<file path="config.mk">
export PLATFORM = sky130hd
export DESIGN_NAME = sa_ctrl
export DESIGN_NICKNAME = d
export VERILOG_FILES = /design/src/rtl/sa_pkg.sv /design/src/rtl/sa_skew_feed.sv /design/src/rtl/sa_ctrl.sv
export SDC_FILE = /design/constraint.sdc
export NUM_CORES = 1
export LEC_CHECK = 0
export ABC_AREA = 1
export CAP_MARGIN = 20
export CORE_MARGIN = 8
export CORE_UTILIZATION = 35
export CTS_BUF_LIST = sky130_fd_sc_hd__clkbuf_16
export CTS_CLUSTER_SIZE = 30
export DETAILED_ROUTE_END_ITERATION = 16
export GPL_TIMING_DRIVEN = 0
export SLEW_MARGIN = 20
export SYNTH_ARGS = -nofsm -noshare
export SYNTH_HDL_FRONTEND = slang
export SYNTH_SLANG_ARGS = --single-unit
</file>
<file path="constraint.sdc">
create_clock -name clk -period 2.7 [get_ports clk]
set_input_delay 0.54 -clock clk [delete_from_list [all_inputs] [get_ports clk]]
set_output_delay 0.54 -clock clk [all_outputs]
set_load 0.05 [all_outputs]
</file>
<file path="src/rtl/sa_pkg.sv">
// Shared constants, types and the skew-index helper for the 4x4 systolic-array sequencer.
package sa_pkg;

  localparam int N        = 8;
  localparam int DIM      = 4;
  localparam int FEED_CYC = 3*DIM-2;

  typedef enum logic [1:0] {IDLE, FEED, DRAIN, OUT} state_t;

  typedef logic [DIM*DIM-1:0][N-1:0] mat_t;
  typedef logic [DIM-1:0][N-1:0]     vec_t;

  typedef struct packed {
    logic       valid;
    logic [1:0] k;
  } skew_t;

  // Lane `lane` consumes element k = t - lane while that falls inside 0..DIM-1.
  function automatic skew_t skew_idx(input logic [3:0] t, input logic [1:0] lane);
    logic [4:0] diff;
    skew_t      r;
    diff    = {1'b0, t} - {3'b000, lane};
    r.valid = ~diff[4] & (diff[3:2] == 2'b00);
    r.k     = diff[1:0];
    return r;
  endfunction

endpackage

</file>
<file path="src/rtl/sa_skew_feed.sv">
// Registered diagonal-skew mux: row i carries A[i][t-i], column j carries B[t-j][j], zero outside the window.
module sa_skew_feed
  import sa_pkg::*;
(
  input  logic       clk,
  input  logic       rstn,
  input  logic       feed_en,
  input  logic [3:0] t,
  input  mat_t       a_buf,
  input  mat_t       b_buf,
  output vec_t       arr_row,
  output vec_t       arr_col
);

  vec_t row_next;
  vec_t col_next;

  // Row i and column i share the same skew offset, so one lookup serves both.
  for (genvar i = 0; i < DIM; i++) begin : g_lane
    skew_t sk;
    assign sk          = skew_idx(t, 2'(i));
    assign row_next[i] = (feed_en && sk.valid) ? a_buf[{2'(i), sk.k}] : '0;
    assign col_next[i] = (feed_en && sk.valid) ? b_buf[{sk.k, 2'(i)}] : '0;
  end

  always_ff @(posedge clk or negedge rstn) begin
    if (!rstn) begin
      arr_row <= '0;
      arr_col <= '0;
    end else begin
      arr_row <= row_next;
      arr_col <= col_next;
    end
  end

endmodule

</file>
<file path="src/rtl/sa_ctrl.sv">
// Sequencer for the 4x4 output-stationary systolic array: buffers A/B, feeds them skewed,
// drains C through the row outputs and streams the 16 results back to the host.
module sa_ctrl
  import sa_pkg::*;
#(
  parameter int DRAIN_LAT = 1
)
(
  input  logic         clk,
  input  logic         rstn,
  input  logic         ld_valid,
  output logic         ld_ready,
  input  logic         ld_sel,
  input  logic [3:0]   ld_addr,
  input  logic [N-1:0] ld_data,
  input  logic         start,
  output logic         busy,
  output logic         done,
  output logic         res_valid,
  input  logic         res_ready,
  output logic [N-1:0] res_data,
  output logic [3:0]   res_idx,
  output logic         res_last,
  output logic [N-1:0] arr_row_0,
  output logic [N-1:0] arr_row_1,
  output logic [N-1:0] arr_row_2,
  output logic [N-1:0] arr_row_3,
  output logic [N-1:0] arr_col_0,
  output logic [N-1:0] arr_col_1,
  output logic [N-1:0] arr_col_2,
  output logic [N-1:0] arr_col_3,
  input  logic [N-1:0] arr_out_0,
  input  logic [N-1:0] arr_out_1,
  input  logic [N-1:0] arr_out_2,
  input  logic [N-1:0] arr_out_3,
  output logic         arr_output_sign
);

  // The sign output lags the DRAIN state by one cycle, so sample d lands at dcnt = DRAIN_LAT + d.
  localparam logic [7:0] CAP_FIRST  = 8'(DRAIN_LAT);
  localparam logic [7:0] DRAIN_LAST = 8'(DRAIN_LAT + DIM - 1);

  state_t     state;
  state_t     next_state;
  logic [3:0] t;
  logic [7:0] dcnt;
  logic [1:0] cap_col;
  mat_t       a_buf;
  mat_t       b_buf;
  mat_t       c_buf;
  vec_t       row_v;
  vec_t       col_v;
  vec_t       out_v;
  logic       res_fire;

  assign out_v    = {arr_out_3, arr_out_2, arr_out_1, arr_out_0};
  assign cap_col  = ~2'(dcnt - CAP_FIRST);
  assign res_fire = res_valid && res_ready;

  always_comb begin
    next_state = state;
    case (state)
      IDLE:    if (start) next_state = FEED;
      FEED:    if (t == 4'(FEED_CYC-1)) next_state = DRAIN;
      DRAIN:   if (dcnt == DRAIN_LAST) next_state = OUT;
      OUT:     if (res_fire && res_last) next_state = IDLE;
      default: next_state = IDLE;
    endcase
  end

  always_ff @(posedge clk or negedge rstn) begin
    if (!rstn) begin
      state <= IDLE;
      t     <= '0;
      dcnt  <= '0;
    end else begin
      state <= next_state;
      t     <= (state == FEED  && next_state == FEED)  ? t + 4'd1    : '0;
      dcnt  <= (state == DRAIN && next_state == DRAIN) ? dcnt + 8'd1 : '0;
    end
  end

  sa_skew_feed u_feed (
    .clk     (clk),
    .rstn    (rstn),
    .feed_en (state == FEED),
    .t       (t),
    .a_buf   (a_buf),
    .b_buf   (b_buf),
    .arr_row (row_v),
    .arr_col (col_v)
  );

  assign arr_row_0 = row_v[0];
  assign arr_row_1 = row_v[1];
  assign arr_row_2 = row_v[2];
  assign arr_row_3 = row_v[3];
  assign arr_col_0 = col_v[0];
  assign arr_col_1 = col_v[1];
  assign arr_col_2 = col_v[2];
  assign arr_col_3 = col_v[3];

  // Buffer contents are not reset; they are always rewritten before being meaningful.
  always_ff @(posedge clk) begin
    if (state == IDLE && ld_valid) begin
      if (ld_sel) b_buf[ld_addr] <= ld_data;
      else        a_buf[ld_addr] <= ld_data;
    end
    if (state == DRAIN && dcnt >= CAP_FIRST) begin
      for (int k = 0; k < DIM; k++) c_buf[{2'(k), cap_col}] <= out_v[k];
    end
  end

  always_ff @(posedge clk or negedge rstn) begin
    if (!rstn) begin
      ld_ready        <= 1'b1;
      busy            <= 1'b0;
      done            <= 1'b0;
      arr_output_sign <= 1'b0;
      res_valid       <= 1'b0;
      res_data        <= '0;
      res_idx         <= '0;
      res_last        <= 1'b0;
    end else begin
      ld_ready        <= (next_state == IDLE);
      busy            <= (next_state != IDLE);
      done            <= (state == OUT) && res_fire && res_last;
      arr_output_sign <= (state == DRAIN);
      if (state == OUT) begin
        if (!res_valid) begin
          res_valid <= 1'b1;
          res_idx   <= '0;
          res_data  <= c_buf[0];
          res_last  <= 1'b0;
        end else if (res_ready) begin
          if (res_last) begin
            res_valid <= 1'b0;
            res_idx   <= '0;
            res_data  <= '0;
            res_last  <= 1'b0;
          end else begin
            res_idx  <= res_idx + 4'd1;
            res_data <= c_buf[res_idx + 4'd1];
            res_last <= (res_idx == 4'd14);
          end
        end
      end
    end
  end

endmodule

</file>
After elaboration in Yosys (flattened, before gate mapping)
Index checks and enable logic that the tools add are counted.

word-level totals
  register bits = 480
  bits in latches = 0
  RAM bits = 0
  memory bits (read-only) = 0
  input bits = 50
  output and inout bits = 82
  word-level logic and storage cells = 199
  memories kept = 0

operators by class
  $add $sub $neg = 7
  $mul = 0
  divide/modulo/power cells = 0
  $lt $le $gt $ge = 20
  eq/ne operators = 9
  shift-type cells = 0
  multiplexer cells = 61
  bitwise logic cells = 8
  reduce and logical (&&, ||, !) cells = 27

operators with widths
  cell                                                        number
  bitwise mux 128 bit                                         6
  2-to-1 mux 8 bit                                            26
  binary-select mux 8 bit (select 2 bit)                      8
  demux 8 bit (select 2 bit)                                  4
  less-than comparator 4 x 5 -> 1 bit, second input constant  10
  binary-select mux 8 bit (select 4 bit)                      1
  demux 8 bit (select 4 bit)                                  1
  logical AND 1 bit                                           17
  2-to-1 mux 4 bit                                            4
  >= comparator 4 x 1 -> 1 bit, second input constant         3
  logical NOT 2 bit                                           6
  less-than comparator 2 x 5 -> 1 bit, second input constant  2
  less-than comparator 3 x 5 -> 1 bit, second input constant  2
  subtractor 4 x 2 -> 5 bit, second input constant            2
  adder 4 x 1 -> 4 bit, second input constant                 2
  adder 8 x 1 -> 8 bit, second input constant                 1
  equality test 4 bit, second input constant                  2
  equality test 8 x 3 -> 1 bit, second input constant         1
  >= comparator 8 x 1 -> 1 bit, second input constant         1
  2-to-1 mux 2 bit                                            4
  case mux 2 bit (4 select lines)                             1
  equality test 2 bit, second input constant                  3
  2-to-1 mux 1 bit                                            6
  AND reduction 2 bit                                         3
  10 further kinds                                            16

Longest topological paths before layout
Gate-level depths: netlist (run 1).

  depth after elaboration = 10
  depth in mapped cells = 12
  depth with buffers taken out = 9

By module
From an unflattened synthesis (run 1), not the netlist that was laid out.

unflattened totals
  cells, all modules = 2003
  area total of the unflattened synthesis = 20308.2 sq um

by module, submodules not included
  module        times used  cells each  area each (sq um)  sequential area each (sq um)
  sa_ctrl       1           1071        15172.1            12333.1
  sa_skew_feed  1           932         5136.2             1601.5

Least setup slack after synthesis (run 1)
OpenSTA, ideal clock, no wires.

  kind = register to register
  from = register dcnt[1]
  to = register c_buf[0] in the netlist's numbering, enable pin
  setup time = 0.421 ns
  arrival time = 2.387 ns
  required time = 2.279 ns
  path slack = -0.108 ns
  stages on the path, launching flop included = 6
  path buffers = 1
  period minus slack after synthesis = 2.808 ns
  cells stage by stage = dfrtp_1 inv_1 ha_1 clkbuf_1 inv_1 nor2_1

between the ends
  word-level cells in the longest chain between the ends = 2

RTL lines
  item                          RTL line        text
  start: declaration            sa_ctrl.sv:46   logic [7:0] dcnt;
  start signal: assignment      sa_ctrl.sv:79   dcnt <= (state == DRAIN && next_state == DRAIN) ? dcnt + 8'd1 : '0;
  >= comparator 8 x 1 -> 1 bit  sa_ctrl.sv:109  if (state == DRAIN && dcnt >= CAP_FIRST) begin
  logical AND 1 bit             sa_ctrl.sv:109
  end: declaration              sa_ctrl.sv:50   mat_t c_buf;

No other way between the ends.
A chain may end at the register's enable or synchronous reset.

Worst setup path after layout (run 1)
  from = register state[0]
  to = register a_buf[65] in the netlist's numbering, enable pin

between the ends
  word-level cells in the longest chain between the ends = 3

RTL lines
  item                            RTL line        text
  start: declaration              sa_ctrl.sv:43   state_t state;
  start signal: assignment        sa_ctrl.sv:77   state <= next_state;
  logical NOT 2 bit               sa_ctrl.sv:105  if (state == IDLE && ld_valid) begin
  logical AND 1 bit               sa_ctrl.sv:105
  AND reduction 2 bit (no line)   --
  end signal: indexed assignment  sa_ctrl.sv:107  else a_buf[ld_addr] <= ld_data;
  end: declaration                sa_ctrl.sv:48   mat_t a_buf;

No other way between the ends.

==> results of run 1 <==
placed cells by master (no fill, tap or decap), types with 7 or more instances in the layout:
cell	count
edfxtp_1	384
nor2_1	354
nand2_1	168
o21ai_0	143
clkdlybuf4s50_1	122
inv_1	113
dfrtp_1	95
a21oi_1	70
nand3_1	52
clkbuf_16	52
buf_2	33
o21ai_1	33
clkbuf_1	32
o211ai_1	25
ha_1	16
nor2_2	11
inv_2	9
clkinvlp_4	8
clkinv_1	8
nor3_1	7
final cells by class:
class | count | area (um^2) | share of cell area [%]
Tap cell | 696 | 871 | 3.80
Inverter | 115 | 438 | 1.91
Timing Repair Buffer | 140 | 1440 | 6.29
Antenna cell | 2 | 5.00 | 0.0218
Multi-Input combinational cell | 909 | 4260 | 18.6
Clock inverter | 39 | 339 | 1.48
Buffer | 72 | 333 | 1.45
Sequential cell | 480 | 13900 | 60.8
Clock buffer | 52 | 1300 | 5.68
registers in the layout, indices dropped and copies added (netlist names), 2 cells and up:
signal	cells
b_buf	128
a_buf	128
t	4
res_idx	4
dcnt	8
u_feed.arr_row	32
res_data	8
u_feed.arr_col	32
c_buf	128
state	2
layer usage:
| metal | part of all wire (%) | track usage [%] | wire [um] |
|---|---|---|---|
| met1 | 41 | 21.0 | 20600 |
| met4 | 2.8 | 5.49 | 1400 |
| met3 | 7.8 | 2.83 | 3950 |
| met2 | 48 | 27.6 | 24400 |
| met5 | 0 | 0 | 0 |
per-stage QoR:
step                hold WS [ns]  power [mW]  worst slack (ns)  TNS, ns
detailed placement         0.415        18.0            -0.770   -40.28
CTS                        0.336        25.0           -0.0453   -0.626
global placement           0.515        18.0             -2.80  -386.31
global route               0.361        26.1            -0.220   -10.76
finish                     0.356        24.8           -0.0958   -0.740
floorplan                  0.244        14.6           -0.0163   -0.521
report_power, final:
part / switching (mW) / leakage [nW] / total (mW) / internal [mW]
logic: 6.52 / 3.05 / 9.21 / 2.69
clock network: 2.94 / 0.817 / 6.85 / 3.91
registers: 0.273 / 4.69 / 8.77 / 8.49
kinds of logic (layout without fill, tap and decap cells):
| kind of cell | count (synthesis) | after routing | share of synthesized area (%) |
|---|---|---|---|
| AND/OR/NAND/NOR | 606 | 606 | 12.6 |
| adder cells (fa/ha/maj) | 16 | 16 | 1.06 |
| buffers and inverters | 191 | 418 | 4.03 |
| AO/OA/AOI/OAI | 278 | 278 | 7.78 |
| other | 0 | 2 | 0 |
| XOR/XNOR | 9 | 9 | 0.577 |
| flip-flops | 480 | 480 | 73.9 |
path summary, 6_finish.rpt:
| kind | start | to | cells past startpoint |
|---|---|---|---|
| worst max-delay path | state[0]$_DFF_PN0_ | a_buf[65]$_DFFE_PP_ | 4 |
| worst min-delay path | rstn | u_feed.arr_col[24]$_DFF_PN0_ | 2 |
| worst max register to register | state[0]$_DFF_PN0_ | a_buf[65]$_DFFE_PP_ | 4 |
| worst min register to register | a_buf[73]$_DFFE_PP_ | u_feed.arr_row[17]$_DFF_PN0_ | 2 |
| max in group asynchronous | rstn | ld_ready$_DFF_PN1_ | 3 |
| min in group clk | ld_data[7] | b_buf[23]$_DFFE_PP_ | 1 |
worst max-delay path, delay by kind of cell (launching register included):
| family | cells | cell delay (ns) |
|---|---|---|
| AND/OR/NAND/NOR | 3 | 1.66 |
| flip-flops | 1 | 0.44 |
| buffers and inverters | 1 | 0.30 |
timing repair:
action                                 CTS  global route
gates resized for setup                 10            23
hold buffers                             1             0
endpoints found under the hold margin   21             0
pin swaps                                1             1
setup endpoints to repair               85           260
buffers inserted                         3             0
==> summary.md, run 1 <==
| Metric | Value |
|---|---|
| Worst Skew | `0.0244 ns` |
| Final-stage net count | `1833` |
| Yosys top cell area share | `61.2%` |
| Clock latency at the later pin of the worst-skew pair | `0.61 ns` |
| GRT Residual Overflow | `0` |
| Total CTS buffers | `49` |
| Number of synthesized flops with an enable pin | `384` |
| First-pass GRT wire length | `75000 um` |
| Final count of hold timing violations | `0` |
| WP data required | `2.91 ns` |
| YS warnings | `0` |
| Fin area | `0.0229 mm^2` |
| Final wirelength | `50400 um` |
| Synth cell types | `33` |
| Worst Setup End Kind | `register` |
| Crit-path max FO | `10` |
| Slowest cell delay on critical path | `0.90 ns` |
| Setup ws final | `-0.0958 ns` |
| Fillers | `4923` |
| HP Class | `in -> async` |
| Top_reg_cell synth | `edfxtp_1` |
| Area growth from synthesis to layout | `21.6%` |
| Crit path time final | `2.80 ns` |
| Via count | `12200` |
| Total track usage | `16.3%` |
| Root Buffer | `clkbuf_16` |
| Initial DRC Count | `1351` |
| CTS tree | `built` |
| Synth top area cells | `edfxtp_1, dfrtp_1, nor2_1` |
| Crit-path slowest cell | `nor2_1` |
| Die W | `248 um` |
| Most common cell type on the critical path | `nor2_1` |
| Most common cell in the netlist | `edfxtp_1` |
| Mapped Cells | `1580` |
| CTS sink cnt | `480` |
| Slew Limit Fails | `0` |
| DR vias/cell | `4.89` |
| Syn Area/Cell | `11.9 um^2` |
| Mapped Nets | `1646` |
| Reg clk slew, reported paths | `0.06 ns` |
| RSZ-0062 raised after global routing | `true` |
| Synth async-reset ratio | `20.0%` |
| Slew headroom | `23.9%` |
| Placed insts | `2412` |
| Core box area | `0.0535 mm^2` |
| Startpoint types | `register` |
| Layout cell share with drive strength beyond 1 | `9.08%` |
| Worst vdd ir | `0.720 mV` |
| Final setup fails | `16` |
| Area leader, netlist | `edfxtp_1` |
| Failing checks | `setup timing` |
| GPL Wtd Cong | `0.903` |
| DP Area | `0.0212 mm^2` |
| Final instance count without filler cells | `2505` |
| Run status | `finished with violations` |
| Final ANT Viol Nets | `0` |
| Initial antenna violation count | `0` |
| Max_cap viols | `0` |
| Synthesized area | `0.0189 mm^2` |
| Residual DRC | `0` |
| P_leak | `8.55 nW` |
| Cell area power density | `1080 mW/mm^2` |
| Clock Tree Buf Depth | `3` |
| Synth top cells by count | `edfxtp_1, nor2_1, nand2_1, o21ai_0, inv_1` |
| R2R Setup Slk | `-0.1 ns` |
| Row Count | `85` |
| WP data arrival | `3.00 ns` |
| HPWL Detailed | `33300 um` |
| Htree depth | `2` |
| Worst Tran Pin Value | `1.14 ns` |
| Final core utilization | `42.8%` |
| WL/cell | `20.1 um` |
| Initial Util | `35.2%` |
| IO Count | `132` |
| Register area share after synthesis | `73.9%` |
| Critical path cell sequence | `nor2_1 -> nand3b_1 -> clkbuf_1 -> nor2_1` |
| Fmax | `358 MHz` |
| Register bit total from synthesis | `480` |
| Pre-Repair DR Iteration Count | `6` |
| Vias in the first global route | `12100` |
| Die area | `0.0616 mm^2` |
| Largest net degree at the start of global routing | `76` |
| Die height | `248 um` |
| Setup CP Type | `reg -> reg` |
| Final period utilization | `104%` |
| Port bufs | `131` |
Power figures use the tool's default switching activity.
==> run 2, diff against run 1 <==
==> constraint.sdc (replaced) <==
create_clock -name clk -period 2.7 [get_ports clk]
set_input_delay 0.27 -clock clk [delete_from_list [all_inputs] [get_ports clk]]
set_output_delay 0.27 -clock clk [all_outputs]
set_load 0.05 [all_outputs]
==> results of run 2 <==
Same layout as run 1 (identical final DEF). Status: finished with violations: setup timing.
Main changes from that run: hold slack 0.356 ns -> 0.0858 ns
==> run 3, diff against run 2 <==
RECOVER_POWER = 100   (was default)
==> run 3 against run 2 <==
The run ends with capacitance limit, slew limit, setup timing left. First-iteration DRC count down 11%. Clock-buffer cell count unchanged. Cell area down 0.43%. Final cell count about the same. Critical path type unchanged. Via count up 0.24%. Highest routed layer unchanged. Register-to-register slack about the same. Wire length about the same. Clock skew down 0.0061 ns. Flip-flop and latch count unchanged. Sequential power about the same. Total power down 1.1%.
==> summary.md, run 3 (synthesized netlist as in run 1, its figures left out) <==
| Metric | Value |
|---|---|
| Hold slack | `0.348 ns (was 0.0858 ns)` |
| Reg clk slew, reported paths | `0.06 ns (about the same)` |
| Commonest non-fill, non-tap cells in the layout | `edfxtp_1, nor2_1, nand2_1 (unchanged)` |
| Core box area | `0.0535 mm^2 (unchanged)` |
| Worst Tran Pin Value | `1.67 ns (was 1.14 ns)` |
| DR vias/cell | `4.90 (was 4.89)` |
| IO Count | `132 (unchanged)` |
| First-pass GRT wire length | `75000 um (unchanged)` |
| P_leak | `8.70 nW (was 8.55 nW)` |
| Area growth from synthesis to layout | `21.0% (was 21.6%)` |
| Fmax | `357 MHz (was 358 MHz)` |
| Multi-input gate area | `0.00422 mm^2 (was 0.00426 mm^2)` |
| Critical path cell sequence | `nor2_1 -> nand3b_1 -> clkbuf_1 -> nor2_1 (unchanged)` |
| Setup CP Type | `reg -> reg (unchanged)` |
| Top flop regs | `a_buf: 128 flops, b_buf: 128 flops, c_buf: 128 flops (unchanged)` |
| WP data arrival | `3.01 ns (was 3.00 ns)` |
| Final setup fails | `35 (was 16)` |
| Worst-case reg-to-reg path depth | `4 (unchanged)` |
| Htree depth | `2 (unchanged)` |
| DP Area | `0.0212 mm^2 (unchanged)` |
| WL/cell | `20.1 um (about the same)` |
| Vias in the first global route | `12100 (unchanged)` |
| CTS tree | `built (unchanged)` |
| Row Count | `85 (unchanged)` |
| Die area | `0.0616 mm^2 (unchanged)` |
| GRT Residual Overflow | `0 (unchanged)` |
| Initial antenna violation count | `2 (was 0)` |
| Final period utilization | `104% (about the same)` |
| RSZ-0062 raised after global routing | `true (unchanged)` |
| Cell area power density | `1080 mW/mm^2 (about the same)` |
| Total track usage | `16.3% (unchanged)` |
| Setup ws final | `-0.102 ns (was -0.0958 ns)` |
| CTS sink cnt | `480 (unchanged)` |
| Die height | `248 um (unchanged)` |
| Final ANT Viol Nets | `0 (unchanged)` |
| Fin area | `0.0228 mm^2 (was 0.0229 mm^2)` |
| GPL Wtd Cong | `0.903 (unchanged)` |
| Die W | `248 um (unchanged)` |
| Failing checks | `capacitance limit, slew limit, setup timing (was setup timing)` |
| Crit-path max FO | `10 (unchanged)` |
| Clock Tree Buf Depth | `3 (unchanged)` |
| Fillers | `4940 (was 4923)` |
| Run status | `finished with violations (unchanged)` |
| Register area | `0.0139 mm^2 (unchanged)` |
| Clock latency at the later pin of the worst-skew pair | `0.60 ns (was 0.61 ns)` |
| Startpoint types | `register (unchanged)` |
| Initial Util | `35.2% (unchanged)` |
| Layout cell share with drive strength beyond 1 | `7.97% (was 9.08%)` |
| Final-stage net count | `1833 (unchanged)` |
| Final core utilization | `42.7% (was 42.8%)` |
| Final count of hold timing violations | `0 (unchanged)` |
| Max_cap viols | `6 (was 0)` |
| Placed insts | `2412 (unchanged)` |
| Total CTS buffers | `49 (unchanged)` |
| Worst Setup End Kind | `register (unchanged)` |
| Most common cell type on the critical path | `nor2_1 (unchanged)` |
| HPWL Detailed | `33300 um (unchanged)` |
| Slowest cell delay on critical path | `0.89 ns (was 0.90 ns)` |
| Via count | `12300 (was 12200)` |
| Worst vdd ir | `0.693 mV (was 0.720 mV)` |
| WP data required | `2.91 ns (about the same)` |
| Largest net degree at the start of global routing | `76 (unchanged)` |
| Slew headroom | `-11.0% (was 23.9%)` |
| Initial DRC Count | `1208 (was 1351)` |
| Slew Limit Fails | `198 (was 0)` |
| Pre-Repair DR Iteration Count | `5 (was 6)` |
| Commonest non-fill, non-tap cell in the layout | `edfxtp_1 (unchanged)` |
| Root Buffer | `clkbuf_16 (unchanged)` |
| HP Class | `in -> reg (was in -> async)` |
| Port bufs | `131 (unchanged)` |
| Diode count | `0 (was 2)` |
| DP Worst Slack | `-0.770 ns (unchanged)` |
| Final wirelength | `50400 um (about the same)` |
| Worst Skew | `0.0182 ns (was 0.0244 ns)` |
| Residual DRC | `0 (unchanged)` |
| Hold path cells | `3` |
| Crit-path slowest cell | `nor2_1 (unchanged)` |
| Crit path time final | `2.80 ns (about the same)` |
| Final instance count without filler cells | `2503 (was 2505)` |
[run 3: cell types whose count changed in the layout (fill, tap and decap cells not counted), sizes merged]
cell,before,now
dlygate4sd3,1,107
diode,2,0
clkbuf,91,112
buf,50,29
clkdlybuf4s50,122,16
[run 3: metal layers]
layer  global-route usage [%]  part of all wire [%]
met1                     21.0                    41
met2                     27.6                    48
met3                     2.83                   7.9
met4                     5.49                   2.8
met5                        0                     0
[run 3: path summary, 6_finish.rpt]
path,startpoint,end,slack (ns)
max,state[0]$_DFF_PN0_,a_buf[65]$_DFFE_PP_,-0.10
min,start,state[0]$_DFF_PN0_,0.35
max reg2reg,state[0]$_DFF_PN0_,a_buf[65]$_DFFE_PP_,-0.10
min reg2reg,a_buf[73]$_DFFE_PP_,u_feed.arr_row[17]$_DFF_PN0_,0.53
max in group asynchronous,rstn,res_data[4]$_DFFE_PN0P_,0.38
min in group asynchronous,rstn,u_feed.arr_col[24]$_DFF_PN0_,0.46
[run 3: power by group]
part	total, mW	internal [mW]	switching (mW)
Sequential	8.74	8.49	0.248
Clock	6.85	3.91	2.94
Combinational	8.97	2.47	6.49
[run 3: worst max-delay path: cells and delay by family (launching register included)]
family        cells  cell delay [ns]
flops             1             0.44
buf+inv           1             0.30
simple gates      3             1.67
[run 3: layout make-up]
type	instances	share of cell area, %
Sequential cell	480	61.1
Buffer	72	1.41
Timing Repair Buffer	140	6.11
Inverter	115	1.91
Tap cell	696	3.82
Clock buffer	52	5.70
Clock inverter	39	1.49
Multi-Input combinational cell	909	18.5
[run 3: what timing repair did]
item	4_1_cts	5_1_grt
resized for setup	10	23
hold buffers	1	0
pin swaps	1	1
endpoints found under the hold margin	95	0
cloned	0	0
setup endpoints to repair	85	260
buffers inserted	3	0
[run 3: per-stage QoR]
step / power [mW] / setup TNS (ns)
floorplan: 14.6 / -0.521
global placement: 18.0 / -354.85
detailed placement: 18.0 / -30.44
CTS: 25.0 / -0.626
global route: 25.8 / -25.18
finish: 24.6 / -1.50
